`src/rtl/set_field_ctrl.sv`:
```
// Time-setting sequencer for the clock display.
// Steps the active field HOUR -> MIN -> SEC, drives the blink enables, issues
// increment pulses and leaves set mode on key_set or after an idle timeout.
//
//   state    | meaning
//   ---------+---------------------------------------------
//   IDLE     | normal display, only key_set is honoured
//   SET_HOUR | hour field active, blink_en = 001
//   SET_MIN  | minute field active, blink_en = 010
//   SET_SEC  | second field active, blink_en = 100
module set_field_ctrl #(
    parameter int TICK_MAX  = 49_999_999,
    parameter int TIMEOUT_S = 10
) (
    input  logic       clk,
    input  logic       rst,
    input  logic       key_set,
    input  logic       key_next,
    input  logic       key_inc,
    output logic       set_mode,
    output logic [2:0] blink_en,
    output logic [2:0] inc_pulse,
    output logic       exit_pulse,
    output logic       exit_timeout
);

    localparam int TW = (TICK_MAX > 0) ? $clog2(TICK_MAX + 1) : 1;
    localparam int SW = $clog2(TIMEOUT_S + 1);
    localparam logic [TW-1:0] TICK_LAST = TW'(TICK_MAX);
    localparam logic [SW-1:0] SEC_LAST  = SW'(TIMEOUT_S - 1);

    typedef enum logic [1:0] {
        IDLE     = 2'd0,
        SET_HOUR = 2'd1,
        SET_MIN  = 2'd2,
        SET_SEC  = 2'd3
    } state_t;

    state_t          state, state_nx;
    logic [TW-1:0]   tick_cnt, tick_nx;
    logic [SW-1:0]   sec_cnt, sec_nx;
    logic [2:0]      inc_nx;
    logic            exit_nx, timeout_nx;
    logic            timeout_hit;

    assign timeout_hit = (tick_cnt == TICK_LAST) && (sec_cnt == SEC_LAST);

    // State, idle-timer and pulse registers
    always_ff @(posedge clk or negedge rst) begin
        if (!rst) begin
            state        <= IDLE;
            tick_cnt     <= '0;
            sec_cnt      <= '0;
            inc_pulse    <= 3'b000;
            exit_pulse   <= 1'b0;
            exit_timeout <= 1'b0;
        end else begin
            state        <= state_nx;
            tick_cnt     <= tick_nx;
            sec_cnt      <= sec_nx;
            inc_pulse    <= inc_nx;
            exit_pulse   <= exit_nx;
            exit_timeout <= timeout_nx;
        end
    end

    // Next state, counter update and pulse requests; key_set > key_next > key_inc > timeout
    always_comb begin
        state_nx   = state;
        tick_nx    = '0;
        sec_nx     = '0;
        inc_nx     = 3'b000;
        exit_nx    = 1'b0;
        timeout_nx = 1'b0;
        if (state == IDLE) begin
            if (key_set) state_nx = SET_HOUR;
        end else if (key_set) begin
            state_nx = IDLE;
            exit_nx  = 1'b1;
        end else if (key_next) begin
            case (state)
                SET_HOUR: state_nx = SET_MIN;
                SET_MIN:  state_nx = SET_SEC;
                default:  state_nx = SET_HOUR;
            endcase
        end else if (key_inc) begin
            case (state)
                SET_HOUR: inc_nx = 3'b001;
                SET_MIN:  inc_nx = 3'b010;
                default:  inc_nx = 3'b100;
            endcase
        end else if (timeout_hit) begin
            state_nx   = IDLE;
            exit_nx    = 1'b1;
            timeout_nx = 1'b1;
        end else if (tick_cnt == TICK_LAST) begin
            sec_nx = sec_cnt + 1'b1;
        end else begin
            tick_nx = tick_cnt + 1'b1;
            sec_nx  = sec_cnt;
        end
    end

    // Field decode of the registered state
    always_comb begin
        case (state)
            SET_HOUR: blink_en = 3'b001;
            SET_MIN:  blink_en = 3'b010;
            SET_SEC:  blink_en = 3'b100;
            default:  blink_en = 3'b000;
        endcase
        set_mode = |blink_en;
    end

endmodule

```
`config.mk`:
```
export PLATFORM = sky130hd
export DESIGN_NAME = set_field_ctrl
export DESIGN_NICKNAME = d
export VERILOG_FILES = /design/src/rtl/set_field_ctrl.sv
export SDC_FILE = /design/constraint.sdc
export NUM_CORES = 1
export LEC_CHECK = 0
export ABC_CLOCK_PERIOD_IN_PS = 2660
export BUFFER_PORTS_ARGS = -buffer_cell sky130_fd_sc_hd__buf_2
export CORE_MARGIN = 8
export CORE_UTILIZATION = 52
export CTS_CLUSTER_SIZE = 25
export DETAILED_ROUTE_END_ITERATION = 8
export HOLD_SLACK_MARGIN = 0.08
export PLACE_DENSITY = 0.68
export SYNTH_ARGS = -nofsm -noshare
export SYNTH_HDL_FRONTEND = slang
export SYNTH_SLANG_ARGS = --single-unit
```
`constraint.sdc`:
```
create_clock -name clk -period 2.66 [get_ports clk]
set_clock_uncertainty 0.1 [all_clocks]
set_input_delay 0.532 -clock clk [delete_from_list [all_inputs] [get_ports clk]]
set_output_delay 0.532 -clock clk [all_outputs]
set_load 0.01 [all_outputs]
```
==> run_results.csv, run 1 <==
group,metric,value,unit
global_route,antenna_found_initial,0,
setup_path,worst_r2r_startpoint,"tick_cnt[0]$_DFF_PN0_",
setup_path,cpLargestDelayFamily,"simple AND/OR/NAND/NOR gates",
sta,max_freq,0.4403,GHz
clocking,tritoncts.num_buffers,5,
power,ir_drop,503.1,uV
yosys,synthAdderAreaFrac,0.06094,
setup_path,timing.critical_path.required,2.72,ns
placed_design,hpwl,2945,um
yosys,synth_fp_nets,222,
sta,fin_worst_hold_slack,0.2308,ns
finish,final_layout_size_suffix_gt1_frac,0.1518,
placed_design,post-place-ws,0.3898,ns
yosys,yosys_register_bits,37,
floorplan,dieWidth,78.84,um
setup_path,critPathArrivalTime,2.33,ns
finish,inserted_diodes,0,
sta,minimum_period_implied_by_the_final_worst_setup_slack,2.271,ns
setup_path,timing.rr.end,"tick_cnt[3]$_DFF_PN0_",
clocking,max-clock-path-buffers,2,
route,avgRoutedWirePerCell,14.95,um
job,drv_cap,0,
clocking,count_of_hold_buffers_inserted_by_post_cts_repair,0,
setup_path,crit_chain,"ha_1 -> nand4_2 -> or4_1 -> o21ai_2 -> buf_4 -> nor2_1",
floorplan,io_pins,14,
yosys,post_synth_xor_area_fraction,0.05545,
route,vias_per_cell,5.763,
finish,layout.core_utilization,0.5781,
finish,fillCellCount,354,
placed_design,dp.cells,267,
yosys,sequential_area_share_after_synthesis,0.4509,
global_route,grt.overflow.total,0,
placed_design,gp_routability_congestion,0.8284,
yosys,postSynthAreaPerCell,9.919,um^2
yosys,asyncSetResetFlopFracSynth,1.000,
sta,rsz0062_at_grt,"no",
yosys,netlist-cell-type-count,41,
sta,final-setup-viol-count,0,
setup_path,ff2ff_setup_slack,0.39,ns
route,detail_route.wirelength,4096,um
clocking,cts-htree-levels,2,
floorplan,core.rowCount,23,
sta,finalHoldViolCount,0,
floorplan,start_util,0.5285,
route,detailedRoute.firstPassIterationCount,4,
sta,period_share,0.8539,
route,antenna_violating_nets_post_route,0,
sta,setup_tns,0,ns
sta,max_slew_margin,0.4521,
yosys,syn_inst,207,
clocking,clkSinkCount,37,
route,post-route-drc-count,0,
setup_path,timing.reg2reg.worst_path_depth,6,
setup_path,worstSetupStartpointType,"register",
floorplan,coreArea,3885,um^2
setup_path,timing.setup.critical_path_class,"register to register",
sta,slew_violations,0,
clocking,postCtsSetupBuffers,0,
setup_path,crit_fanout,25,
yosys,synth_top_area_share,0.4509,
global_route,maximum_number_of_pins_on_one_net_before_global_route_repair,38,
floorplan,die_area,6215,um^2
finish,num-nets-final,239,
yosys,synth_top_flop_cell,"sky130_fd_sc_hd__dfrtp_1",
yosys,largest_family_of_logic_cells_by_synthesized_area,"simple AND/OR/NAND/NOR gates",
global_route,grt_pass1_wl,7044,um
finish,most-common-layout-cells,"sky130_fd_sc_hd__dfrtp_1, sky130_fd_sc_hd__nor2_1, sky130_fd_sc_hd__buf_2",
yosys,synth.area.mux_share,0.004875,
global_route,track_usage,0.1399,
outcome,outcome,"completed",
clocking,clkSlewWorstSetupHoldPaths,0.07,ns
sta,tightestPinTransition,0.8219,ns
route,route.vias.total,1579,
clocking,count_of_cells_resized_by_post_cts_repair,0,
placed_design,io_buffer_count,13,
clocking,cts_root_buf,"sky130_fd_sc_hd__clkbuf_8",
finish,final_common_cell,"sky130_fd_sc_hd__dfrtp_1",
setup_path,worst_path_max_delay_cell,"sky130_fd_sc_hd__or4_1",
route,drt-initial-drc-count,68,
finish,seq_area,925.9,um^2
power,p_leak,0.8985,nW
finish,multiInputGateArea,1050,um^2
yosys,synth_top_area_cell,"sky130_fd_sc_hd__dfrtp_1",
clocking,insertion_delay_to_the_later_sink_of_the_worst_skew_pair,0.29,ns
yosys,synth-warning-count,0,
min_path,worst_hold_path_type,"input port to async pin",
global_route,number_of_global_route_vias_before_repair,1477,
clocking,tritoncts_clock_tree,"built",
yosys,ys_top_cells_by_area,"sky130_fd_sc_hd__dfrtp_1, sky130_fd_sc_hd__ha_1, sky130_fd_sc_hd__xnor2_1",
yosys,post_synth_instance_area,2053,um^2
finish,final-instance-count-excl-fill,274,
power,power_density,558.4,nW/um^2
setup_path,timing.critical_path.slowest_cell_delay,0.64,ns
sta,post-route-worst-setup-slack,0.3886,ns
yosys,synth_edf_count,0,
setup_path,timing.critical_path.to_type,"register",
finish,areaGrowthSynthToFinish,9.384,%
yosys,compound_gate_portion_of_the_synthesized_area,0.1060,
floorplan,height_of_the_die,78.84,um
yosys,yosys.area_share.simple,0.2840,
setup_path,critical_path.n_buffers_inverters,1,
synthesized netlist by cell type (all sizes together) (2+ instances only):
library cell  number
a21oi             13
and3               5
buf                4
dfrtp             37
ha                10
inv               11
nand2             11
nand2b             2
nand3             11
nand3b             2
nand4              6
nand4b             3
nor2              22
nor3               5
nor3b              2
nor4               7
o21ai              9
o31ai              7
or3                5
or4               10
xnor2             11
xor2               2
worst max-delay path by stage:
| stage | from | to | slack (ns) | cells past startpoint |
|---|---|---|---|---|
| final | tick_cnt[0]$_DFF_PN0_ | tick_cnt[3]$_DFF_PN0_ | 0.39 | 6 |
| after global routing | tick_cnt[0]$_DFF_PN0_ | tick_cnt[14]$_DFF_PN0_ | 0.25 | 6 |
| after CTS | tick_cnt[0]$_DFF_PN0_ | tick_cnt[9]$_DFF_PN0_ | 0.39 | 6 |
| after detailed placement | tick_cnt[0]$_DFF_PN0_ | tick_cnt[9]$_DFF_PN0_ | 0.39 | 6 |
| after global placement | tick_cnt[9]$_DFF_PN0_ | state[1]$_DFFE_PN0P_ | 0.44 | 4 |
| after floorplan | tick_cnt[0]$_DFF_PN0_ | tick_cnt[24]$_DFF_PN0_ | 0.50 | 6 |
stage by stage:
stage	power, mW	cell area, um^2
after global placement	0.8628	2160
final	1.254	2246
after detailed placement	0.8775	2160
after global routing	1.331	2246
after CTS	1.272	2246
after floorplan	0.7865	2053
area by class of cell:
type	count	area share
clock buffer	7	0.03844
multi-input combinational	154	0.4674
timing repair buffer	15	0.03565
inverter	11	0.01838
sequential	37	0.4123
tap	50	0.02786
registers in the layout, summed over array words and instances (netlist names):
register      flops
state             2
exit_timeout      1
sec_cnt           4
inc_pulse         3
exit_pulse        1
tick_cnt         26
cells by family after synthesis:
logic type	Yosys count
muxes	1
xor gates and xnor gates	13
buffers and inverters	16
AOI/OAI and AO/OA	34
and+or+nand+nor	96
adders and majority gates	10
DFF	37
report_power, final:
group,total [mW],leakage [nW],switching (mW),internal [mW]
clock network,0.390,0.0443,0.184,0.205
logic,0.251,0.341,0.149,0.102
registers,0.613,0.513,0.0252,0.588
total,1.25,0.898,0.359,0.896
worst reg2reg max path: cells and delay by family (launching register included):
family,cells,cell delay [ns]
DFF,1,0.40
adders and majority gates,1,0.24
AOI/OAI and AO/OA,1,0.16
buffers and inverters,1,0.29
and+or+nand+nor,3,0.95
metal layers:
layer,track usage,vias up,wire length (um)
li1,-,791,-
met1,0.1831,754,1934
met2,0.2121,27,1928
met3,0.03837,7,160
met4,0.06111,0,71
met5,0,-,0
Note: power is estimated with default switching activity, not from simulation.
==> run 2: changes to the inputs <==
--- a/config.mk
+++ b/config.mk
@@ -7,11 +7,13 @@
 export LEC_CHECK = 0
 export ABC_CLOCK_PERIOD_IN_PS = 2660
 export BUFFER_PORTS_ARGS = -buffer_cell sky130_fd_sc_hd__buf_2
+export CAP_MARGIN = 20
 export CORE_MARGIN = 8
 export CORE_UTILIZATION = 52
 export CTS_CLUSTER_SIZE = 25
 export DETAILED_ROUTE_END_ITERATION = 8
 export HOLD_SLACK_MARGIN = 0.08
+export MAX_ROUTING_LAYER = met4
 export PLACE_DENSITY = 0.68
 export SYNTH_ARGS = -nofsm -noshare
 export SYNTH_HDL_FRONTEND = slang
==> run 2 against run 1 <==
- fmax barely moved
- cell area did not move
- worst setup slack got worse by 0.0011 ns
- worst hold slack barely moved
- die area did not move
- critical path depth did not move
- via count fell by 0.13%
- global-route usage rose by 0.41 points
- sequential share of layout area did not move
- combinational power barely moved
- largest cell class unchanged
==> run_results.csv, run 2 (synthesis gave the netlist of run 1 again) <==
group,metric,value,unit
setup_path,crit_fanout,25,
power,switching_share,0.2857,
route,route.vias.total,1577,
floorplan,height_of_the_die,78.84,um
floorplan,coreArea,3885,um^2
finish,most-common-layout-cells,"sky130_fd_sc_hd__dfrtp_1, sky130_fd_sc_hd__nor2_1, sky130_fd_sc_hd__buf_2",
finish,max_flop_register,"tick_cnt",
finish,multiInputGateArea,1050,um^2
setup_path,timing.critical_path.to_type,"register",
power,p_int,0.8956,mW
global_route,grt_pass1_wl,7044,um
power,power.sequential.fraction,0.489,
min_path,worst_hold_path_type,"input port to async pin",
clocking,max-clock-path-buffers,2,
setup_path,cpLargestDelayFamily,"simple AND/OR/NAND/NOR gates",
setup_path,timing.critical_path.required,2.72,ns
sta,period_share,0.8543,
power,ir_drop,502.5,uV
sta,slew_violations,0,
finish,final_area,2246,um^2
global_route,number_of_global_route_vias_before_repair,1483,
route,antenna_violating_nets_post_route,0,
floorplan,die_area,6215,um^2
finish,fillCellCount,354,
finish,seq_area,925.9,um^2
placed_design,dpl_cell_area,2160,um^2
clocking,cts_root_buf,"sky130_fd_sc_hd__clkbuf_8",
clocking,count_of_hold_buffers_inserted_by_post_cts_repair,0,
setup_path,worst_path_max_delay_cell,"sky130_fd_sc_hd__or4_1",
global_route,maximum_number_of_pins_on_one_net_before_global_route_repair,38,
route,detail_route.wirelength,4101,um
setup_path,critical_path.n_buffers_inverters,1,
floorplan,start_util,0.5285,
finish,largest_reg_flops,26,
finish,inserted_diodes,0,
setup_path,timing.setup.critical_path_class,"register to register",
finish,final_common_cell,"sky130_fd_sc_hd__dfrtp_1",
floorplan,dieWidth,78.84,um
clocking,cts-htree-levels,2,
route,post-route-drc-count,0,
placed_design,gp_routability_congestion,0.8409,
power,power_frac_comb,0.200,
sta,setup_tns,0,ns
floorplan,core.rowCount,23,
power,p_leak,0.8985,nW
placed_design,io_buffer_count,13,
placed_design,hpwl,2945,um
power,power.share.clock,0.310,
route,detailedRoute.firstPassIterationCount,4,
power,power_density,558.2,nW/um^2
clocking,tritoncts_clock_tree,"built",
finish,final_layout_size_suffix_gt1_frac,0.1518,
sta,fin_worst_hold_slack,0.2312,ns
sta,tightestPinTransition,0.8229,ns
route,avgRoutedWirePerCell,14.97,um
route,drt-initial-drc-count,79,
clocking,clkSinkCount,37,
sta,max_slew_margin,0.4514,
sta,max_freq,0.4400,GHz
route,vias_per_cell,5.755,
clocking,clkSlewWorstSetupHoldPaths,0.07,ns
setup_path,crit_chain,"ha_1 -> nand4_2 -> or4_1 -> o21ai_2 -> buf_4 -> nor2_1",
global_route,antenna_found_initial,0,
clocking,tritoncts.num_buffers,5,
power,power.total,1.254,mW
global_route,track_usage,0.1440,
finish,layout.core_utilization,0.5781,
sta,final-setup-viol-count,0,
finish,areaGrowthSynthToFinish,9.384,%
power,p_sw,0.3582,mW
setup_path,critPathArrivalTime,2.33,ns
clocking,postCtsSetupBuffers,0,
finish,num-nets-final,239,
global_route,grt.overflow.total,0,
finish,top_regs,"tick_cnt (26), sec_cnt (4), inc_pulse (3)",
job,drv_cap,0,
sta,minimum_period_implied_by_the_final_worst_setup_slack,2.273,ns
sta,finalHoldViolCount,0,
setup_path,timing.critical_path.slowest_cell_delay,0.64,ns
floorplan,io_pins,14,
clocking,count_of_cells_resized_by_post_cts_repair,0,
setup_path,worstSetupStartpointType,"register",
clocking,insertion_delay_to_the_later_sink_of_the_worst_skew_pair,0.29,ns
sta,rsz0062_at_grt,"no",
outcome,outcome,"completed",
run 2: area by class of cell:
class	instances	area share
Tap cell	50	0.02786
Clock buffer	7	0.03844
Sequential cell	37	0.4123
Multi-Input combinational cell	154	0.4674
Timing Repair Buffer	15	0.03565
Inverter	11	0.01838
run 2: metrics by stage:
| stage | setup slack (ns) | cells |
|---|---|---|
| 3_3_place_gp | 0.4366 | 267 |
| 4_1_cts | 0.3887 | 274 |
| 6_report | 0.3875 | 274 |
| 3_5_place_dp | 0.3898 | 267 |
| 2_1_floorplan | 0.4956 | 207 |
| 5_1_grt | 0.2514 | 274 |
run 2: final timing paths:
path	startpoint	endpoint	slack (ns)	cells after the start
hold / removal	rst	tick_cnt[20]$_DFF_PN0_	0.23	1
setup / recovery	tick_cnt[0]$_DFF_PN0_	tick_cnt[3]$_DFF_PN0_	0.39	6
setup reg to reg	tick_cnt[0]$_DFF_PN0_	tick_cnt[3]$_DFF_PN0_	0.39	6
min in group clk	key_next	exit_pulse$_DFF_PN0_	0.39	2
hold reg to reg	tick_cnt[0]$_DFF_PN0_	tick_cnt[0]$_DFF_PN0_	0.42	1
max in group asynchronous	rst	tick_cnt[0]$_DFF_PN0_	1.70	1
run 2: per-layer routing:
layer	part of all wire	up-vias	GRT usage
li1	-	790	-
met1	0.47	753	0.1824
met2	0.47	27	0.2129
met3	0.037	7	0.03837
met4	0.017	0	0.06111
met5	0	-	-
run 2: power by group through the flow:
stage | combinational (mW) | clock (mW) | sequential (mW)
after floorplan | 0.162 | 0 | 0.625
after global placement | 0.240 | 0 | 0.623
after detailed placement | 0.253 | 0 | 0.624
after CTS | 0.254 | 0.404 | 0.613
after global routing | 0.286 | 0.426 | 0.618
final | 0.251 | 0.389 | 0.613
